### src/rtl/bp_cce_dir_sharers_collect.sv
// Directory lookup front end: reads one LCE row per cycle for a way-group and builds the
// per-LCE sharers vectors (hits, ways, coherence states), then offers them via valid/yumi.
//
//   state | meaning
//   IDLE  | ready for a new (set, tag) lookup
//   READ  | strobing directory rows set*num_lce_p + 0 .. num_lce_p-1
//   DRAIN | no strobe; capturing the last row's RAM return
//   DONE  | sharers vectors valid, waiting for yumi
module bp_cce_dir_sharers_collect #(
    parameter int num_lce_p   = 4,
    parameter int lce_assoc_p = 8,
    parameter int num_sets_p  = 64,
    parameter int tag_width_p = 20,
    localparam int lce_assoc_width = $clog2(lce_assoc_p),
    localparam int sw              = $clog2(num_sets_p),
    localparam int ew              = tag_width_p + 3,
    localparam int addr_w          = $clog2(num_sets_p * num_lce_p),
    localparam int cnt_w           = $clog2(num_lce_p) + 1
) (
    input  logic                                   clk_i,
    input  logic                                   reset_n_i,
    input  logic                                   v_i,
    output logic                                   ready_and_o,
    input  logic [sw-1:0]                          set_i,
    input  logic [tag_width_p-1:0]                 tag_i,
    output logic                                   dir_r_v_o,
    output logic [addr_w-1:0]                      dir_addr_o,
    input  logic [lce_assoc_p*ew-1:0]              dir_data_i,
    output logic                                   sharers_v_o,
    input  logic                                   sharers_yumi_i,
    output logic [num_lce_p-1:0]                   sharers_hits_o,
    output logic [num_lce_p*lce_assoc_width-1:0]   sharers_ways_o,
    output logic [num_lce_p*3-1:0]                 sharers_coh_states_o,
    output logic                                   multi_hit_o
);

    localparam logic [1:0] S_IDLE  = 2'd0;
    localparam logic [1:0] S_READ  = 2'd1;
    localparam logic [1:0] S_DRAIN = 2'd2;
    localparam logic [1:0] S_DONE  = 2'd3;

    logic [1:0]                             state_q, state_d;
    logic [sw-1:0]                          set_q, set_d;
    logic [tag_width_p-1:0]                 tag_q, tag_d;
    logic [cnt_w-1:0]                       rd_cnt_q, rd_cnt_d;
    logic [cnt_w-1:0]                       cap_cnt_q, cap_cnt_d;
    logic                                   pend_q, pend_d;
    logic [num_lce_p-1:0]                   hits_q, hits_d;
    logic [num_lce_p*lce_assoc_width-1:0]   ways_q, ways_d;
    logic [num_lce_p*3-1:0]                 states_q, states_d;
    logic                                   multi_q, multi_d;

    logic [lce_assoc_p-1:0]                 row_hit;
    logic                                   row_multi;
    logic [lce_assoc_width-1:0]             hit_way;
    logic [2:0]                             hit_state;

    assign ready_and_o          = (state_q == S_IDLE) & reset_n_i;
    assign dir_r_v_o            = (state_q == S_READ);
    assign dir_addr_o           = dir_r_v_o
                                  ? addr_w'(set_q) * addr_w'(num_lce_p) + addr_w'(rd_cnt_q)
                                  : '0;
    assign sharers_v_o          = (state_q == S_DONE);
    assign sharers_hits_o       = hits_q;
    assign sharers_ways_o       = ways_q;
    assign sharers_coh_states_o = states_q;
    assign multi_hit_o          = multi_q;

    // Descending scan so the lowest hitting way wins.
    always_comb begin
        row_hit   = '0;
        hit_way   = '0;
        hit_state = 3'd0;
        for (int w = 0; w < lce_assoc_p; w++) begin
            row_hit[w] = (dir_data_i[w*ew+3 +: tag_width_p] == tag_q)
                       && (dir_data_i[w*ew +: 3] != 3'd0);
        end
        for (int w = lce_assoc_p - 1; w >= 0; w--) begin
            if (row_hit[w]) begin
                hit_way   = lce_assoc_width'(w);
                hit_state = dir_data_i[w*ew +: 3];
            end
        end
        row_multi = (row_hit & (row_hit - 1'b1)) != '0;
    end

    always_comb begin
        state_d   = state_q;
        set_d     = set_q;
        tag_d     = tag_q;
        rd_cnt_d  = rd_cnt_q;
        cap_cnt_d = cap_cnt_q;
        pend_d    = (state_q == S_READ);
        hits_d    = hits_q;
        ways_d    = ways_q;
        states_d  = states_q;
        multi_d   = multi_q;

        case (state_q)
            S_IDLE: begin
                if (v_i && ready_and_o) begin
                    set_d     = set_i;
                    tag_d     = tag_i;
                    hits_d    = '0;
                    ways_d    = '0;
                    states_d  = '0;
                    multi_d   = 1'b0;
                    rd_cnt_d  = '0;
                    cap_cnt_d = '0;
                    state_d   = S_READ;
                end
            end
            S_READ: begin
                rd_cnt_d = rd_cnt_q + 1'b1;
                if (rd_cnt_q == cnt_w'(num_lce_p - 1)) begin
                    state_d = S_DRAIN;
                end
            end
            S_DRAIN: state_d = S_DONE;
            S_DONE: begin
                if (sharers_yumi_i) begin
                    state_d = S_IDLE;
                end
            end
            default: state_d = S_IDLE;
        endcase

        // Row data arrives one cycle after its strobe; pend_q marks that cycle.
        if (pend_q) begin
            for (int i = 0; i < num_lce_p; i++) begin
                if ((cap_cnt_q == cnt_w'(i)) && (|row_hit)) begin
                    hits_d[i]                                      = 1'b1;
                    ways_d[i*lce_assoc_width +: lce_assoc_width]   = hit_way;
                    states_d[i*3 +: 3]                             = hit_state;
                end
            end
            if (row_multi) begin
                multi_d = 1'b1;
            end
            cap_cnt_d = cap_cnt_q + 1'b1;
        end
    end

    always_ff @(posedge clk_i or negedge reset_n_i) begin
        if (!reset_n_i) begin
            state_q   <= S_IDLE;
            set_q     <= '0;
            tag_q     <= '0;
            rd_cnt_q  <= '0;
            cap_cnt_q <= '0;
            pend_q    <= 1'b0;
            hits_q    <= '0;
            ways_q    <= '0;
            states_q  <= '0;
            multi_q   <= 1'b0;
        end else begin
            state_q   <= state_d;
            set_q     <= set_d;
            tag_q     <= tag_d;
            rd_cnt_q  <= rd_cnt_d;
            cap_cnt_q <= cap_cnt_d;
            pend_q    <= pend_d;
            hits_q    <= hits_d;
            ways_q    <= ways_d;
            states_q  <= states_d;
            multi_q   <= multi_d;
        end
    end

endmodule

### config.mk
export PLATFORM = sky130hd
export DESIGN_NAME = bp_cce_dir_sharers_collect
export DESIGN_NICKNAME = d
export VERILOG_FILES = /design/src/rtl/bp_cce_dir_sharers_collect.sv
export SDC_FILE = /design/constraint.sdc
export NUM_CORES = 1
export LEC_CHECK = 0
export BUFFER_PORTS_ARGS = -buffer_cell sky130_fd_sc_hd__buf_2
export CAP_MARGIN = 20
export CORE_ASPECT_RATIO = 1.1
export CORE_MARGIN = 4
export CORE_UTILIZATION = 43
export DETAILED_ROUTE_END_ITERATION = 7
export GPL_TIMING_DRIVEN = 0
export PLACE_DENSITY = 0.78
export SLEW_MARGIN = 20
export SYNTH_ARGS = -nofsm -noshare
export SYNTH_HDL_FRONTEND = slang
export SYNTH_SLANG_ARGS = --single-unit
### constraint.sdc
create_clock -name clk_i -period 2.36 [get_ports clk_i]
set_clock_uncertainty 0.15 [all_clocks]
set_input_delay 0.472 -clock clk_i [delete_from_list [all_inputs] [get_ports clk_i]]
set_output_delay 0.472 -clock clk_i [all_outputs]
set_load 0.1 [all_outputs]
==> impl_metrics.ini <==
[status]
status = complete, but fails checks
failed_checks = negative setup slack

[logic_synthesis]
yosysSeqAreaShare = 0.300
ys_warn_count = 0
synthArstFlopShare = 1.00
syn_area_um2 = 5330
postSynthCellCount = 560
synth_enable_flop_cells = 0
synthesis.nets = 787
ys.flop_type = dfrtp_1
syn_avg_cell_area_um2 = 9.52
synthDistinctLibCells = 55
ys_seq_elements = 64

[cells_and_area]
drive_above_1_share = 0.524
fin_cells = 1041
seqCellArea_um2 = 1600
multi_input_area_um2 = 3910
area_growth_pct = 53.3
fin_nets = 1105
fillers = 982

[detailed_routing]
initialDrtViolationCount = 297
routed-wl-met2_mm = 10.6
dr.pass1.iters = 5
met3_length_mm = 1.78
route.top_layer_used = met5
vias = 5583
finalWirelength_mm = 21.2
route.detailed.drc = 0
post_drt_wl_per_cell_um = 20.4
ant_nets = 0
drt-met1-wl_mm = 8.12
viasPerCell = 5.36

[floorplan]
die_area_um2 = 14300
start_util = 0.441
io-pin-count = 254
die_w_um = 114
rows = 42
core_area_um2 = 12100
die_h_um = 125

[sta]
fmax_mhz = 347
hold_viol = 0
finalSetupViolations = 29
finalCriticalPeriod_ns = 2.88
worst_pin_slew_ns = 0.646
slew_headroom = 0.568
rsz0062_at_grt = yes
setup_slack_ns = -0.519
slew_viol_final = 0
min_period_over_period = 1.22

[grt]
grt_pass1_vias = 5468
antenna_found_initial = 4
track_usage = 0.275
grt_max_degree = 36
grt_overflow = 0
grt_pass1_wl_mm = 29.8

[pwr]
power_frac_seq = 0.192
clkPwrFrac = 0.162
ir_drop_uv = 895
p_total_mw = 8.48
intPower_mw = 4.64
power.density_nw_per_um2 = 1040
swShare = 0.453
p_comb_frac = 0.646
leakage_nw = 4.05
power_switching_mw = 3.84

[clocking]
root_buffer = clkbuf_16
clock_path_buffers = 2
cts_tree = built
clk_pin_slew_ns = 0.06
clkSinkCount = 64
clock_latency_ns = 0.33
cts_max_level = 3
cts_inserted_buffers = 9

[setup_path]
worstSetupEndpointType = register
worstReg2RegEnd = sharers_coh_states_o[4]$_DFF_PN0_
worstPathArrival_ns = 2.98
r2r-start = tag_q[10]$_DFFE_PN0P_
critPathKind = reg -> reg
worst-r2r-setup-slack_ns = -0.52
crit_fanout = 4
r2r_cells = 10
cp.required_ns = 2.46
cp-start-kind = register

[worst_hold_path]
holdCritPathClass = in -> reg
min_to = tag_q[2]$_DFFE_PN0P_
worstHoldStart = tag_i[2]
min_path_cells = 2

[placement]
dp.cells = 968
place.gp.congestion = 0.878
io_buffer_count = 253
hpwl_mm = 15.4

[flow_run]
drv_cap = 0
kinds of logic after synthesis:
logic type / share of synthesized area
adder cells (fa/ha/maj): 0.0324
XOR/XNOR: 0.269
AO/OA/AOI/OAI: 0.0683
AND/OR/NAND/NOR: 0.177
multiplexers: 0.102
flip-flops: 0.300
buffers and inverters: 0.0511
metal layers:
layer,vias to the layer above,GRT usage
met4,2,0.110
li1,2572,-
met3,55,0.0637
met5,-,0
met1,2676,0.328
met2,278,0.471
cell type report:
cell class	count	share of cell area
multi-input combinational	446	0.478
timing repair buffer	311	0.220
sequential	64	0.196
buffer	28	0.0355
clock buffer	10	0.0292
tap	154	0.0236
inverter	18	0.00857
clock inverter	6	0.00811
antenna	4	0.00122
repair_timing:
item,in CTS,in global routing
hold buffers,3,0
resized for setup,73,53
hold endpoints to repair,29,0
endpoints found under the setup margin,69,39
cloned,1,1
pin swaps,24,17
setup buffers,19,33
worst max-delay path by stage:
stage | from | to | slack, ns | cells past startpoint
5_1_grt | tag_q[11]$_DFFE_PN0P_ | sharers_coh_states_o[1]$_DFF_PN0_ | -0.67 | 11
4_1_cts | tag_q[16]$_DFFE_PN0P_ | sharers_coh_states_o[0]$_DFF_PN0_ | -0.40 | 9
3_5_place_dp | dir_data_i[145] | sharers_coh_states_o[9]$_DFF_PN0_ | -0.80 | 9
3_3_place_gp | reset_n_i | sharers_coh_states_o[3]$_DFF_PN0_ | -1.12 | 6
2_1_floorplan | tag_q[18]$_DFFE_PN0P_ | sharers_coh_states_o[0]$_DFF_PN0_ | -0.13 | 10
6_report | tag_q[10]$_DFFE_PN0P_ | sharers_coh_states_o[4]$_DFF_PN0_ | -0.52 | 10
cells in the final DEF (no fill, tap or decap), drive strengths merged, types with 2 or more instances in the layout:
| cell | count |
|---|---|
| o311a | 3 |
| dlygate4sd3 | 3 |
| or4 | 3 |
| o31ai | 2 |
| clkinvlp | 3 |
| a311oi | 3 |
| nor2b | 4 |
| inv | 19 |
| xnor2 | 57 |
| or2 | 5 |
| o211ai | 6 |
| nand3b | 3 |
| dfrtp | 64 |
| o21ai | 12 |
| buf | 329 |
| or3 | 4 |
| mux2i | 25 |
| ha | 13 |
| and2 | 10 |
| nand2 | 60 |
| nand4 | 16 |
| nor4 | 27 |
| nor2 | 7 |
| mux2 | 26 |
| a21o | 2 |
| o221ai | 3 |
| nor3 | 17 |
| clkbuf | 17 |
| xor2 | 107 |
| nand3 | 16 |
| a21oi | 3 |
| diode | 4 |
per-stage QoR:
stage	cell area (um2)	setup TNS, ns	hold WS (ns)	worst slack [ns]	util
global route	8180	-15.08	0.213	-0.673	0.676
floorplan	5400	-2.20	0.0264	-0.129	-
detailed placement	6880	-23.86	0.275	-0.799	0.570
CTS	7720	-9.42	0.211	-0.404	0.639
global placement	6860	-57.69	0.299	-1.12	0.568
finish	8180	-12.28	0.218	-0.519	0.677
sequential cells by signal (all words and copies together) (netlist names), 2 cells and up:
signal                cells
cap_cnt_q                 3
rd_cnt_q                  3
set_q                     6
sharers_coh_states_o     12
sharers_hits_o            4
sharers_ways_o           12
state_q                   2
tag_q                    20
power by group through the flow:
stage	logic (mW)	clock network [mW]	registers (mW)
floorplan	3.22	0	1.54
global placement	4.16	0	1.56
detailed placement	4.23	0	1.57
CTS	4.77	1.40	1.57
global route	5.81	1.44	1.65
finish	5.48	1.37	1.63
Yosys cell counts, drive strengths merged (4+ instances only):
cell type / number / area [um2]
nor4: 27 / 184
o21ai: 12 / 71.3
inv: 18 / 67.6
xnor2: 57 / 499
nor3: 17 / 96.4
xor2: 107 / 937
o211ai: 6 / 86.3
nand2: 60 / 225
clkbuf: 5 / 28.8
mux2: 26 / 293
buf: 26 / 166
or3: 4 / 27.5
and2: 10 / 63.8
nor2b: 4 / 25.0
nand3: 16 / 80.1
nand4: 16 / 100
mux2i: 25 / 250
nor2: 7 / 26.3
ha: 13 / 163
dfrtp: 64 / 1600
or2: 5 / 31.3
worst max-delay path, cell delays in order (launching register included):
cell and delay, ns:
dfrtp_1 0.41, buf_6 0.14, buf_4 0.12, xor2_1 0.16, nor4_1 0.37, nand2_1 0.24
or2_4 0.33, o221ai_2 0.18, a311oi_2 0.14, o311a_4 0.42, mux2i_1 0.13
(Power assumes the default switching activity.)
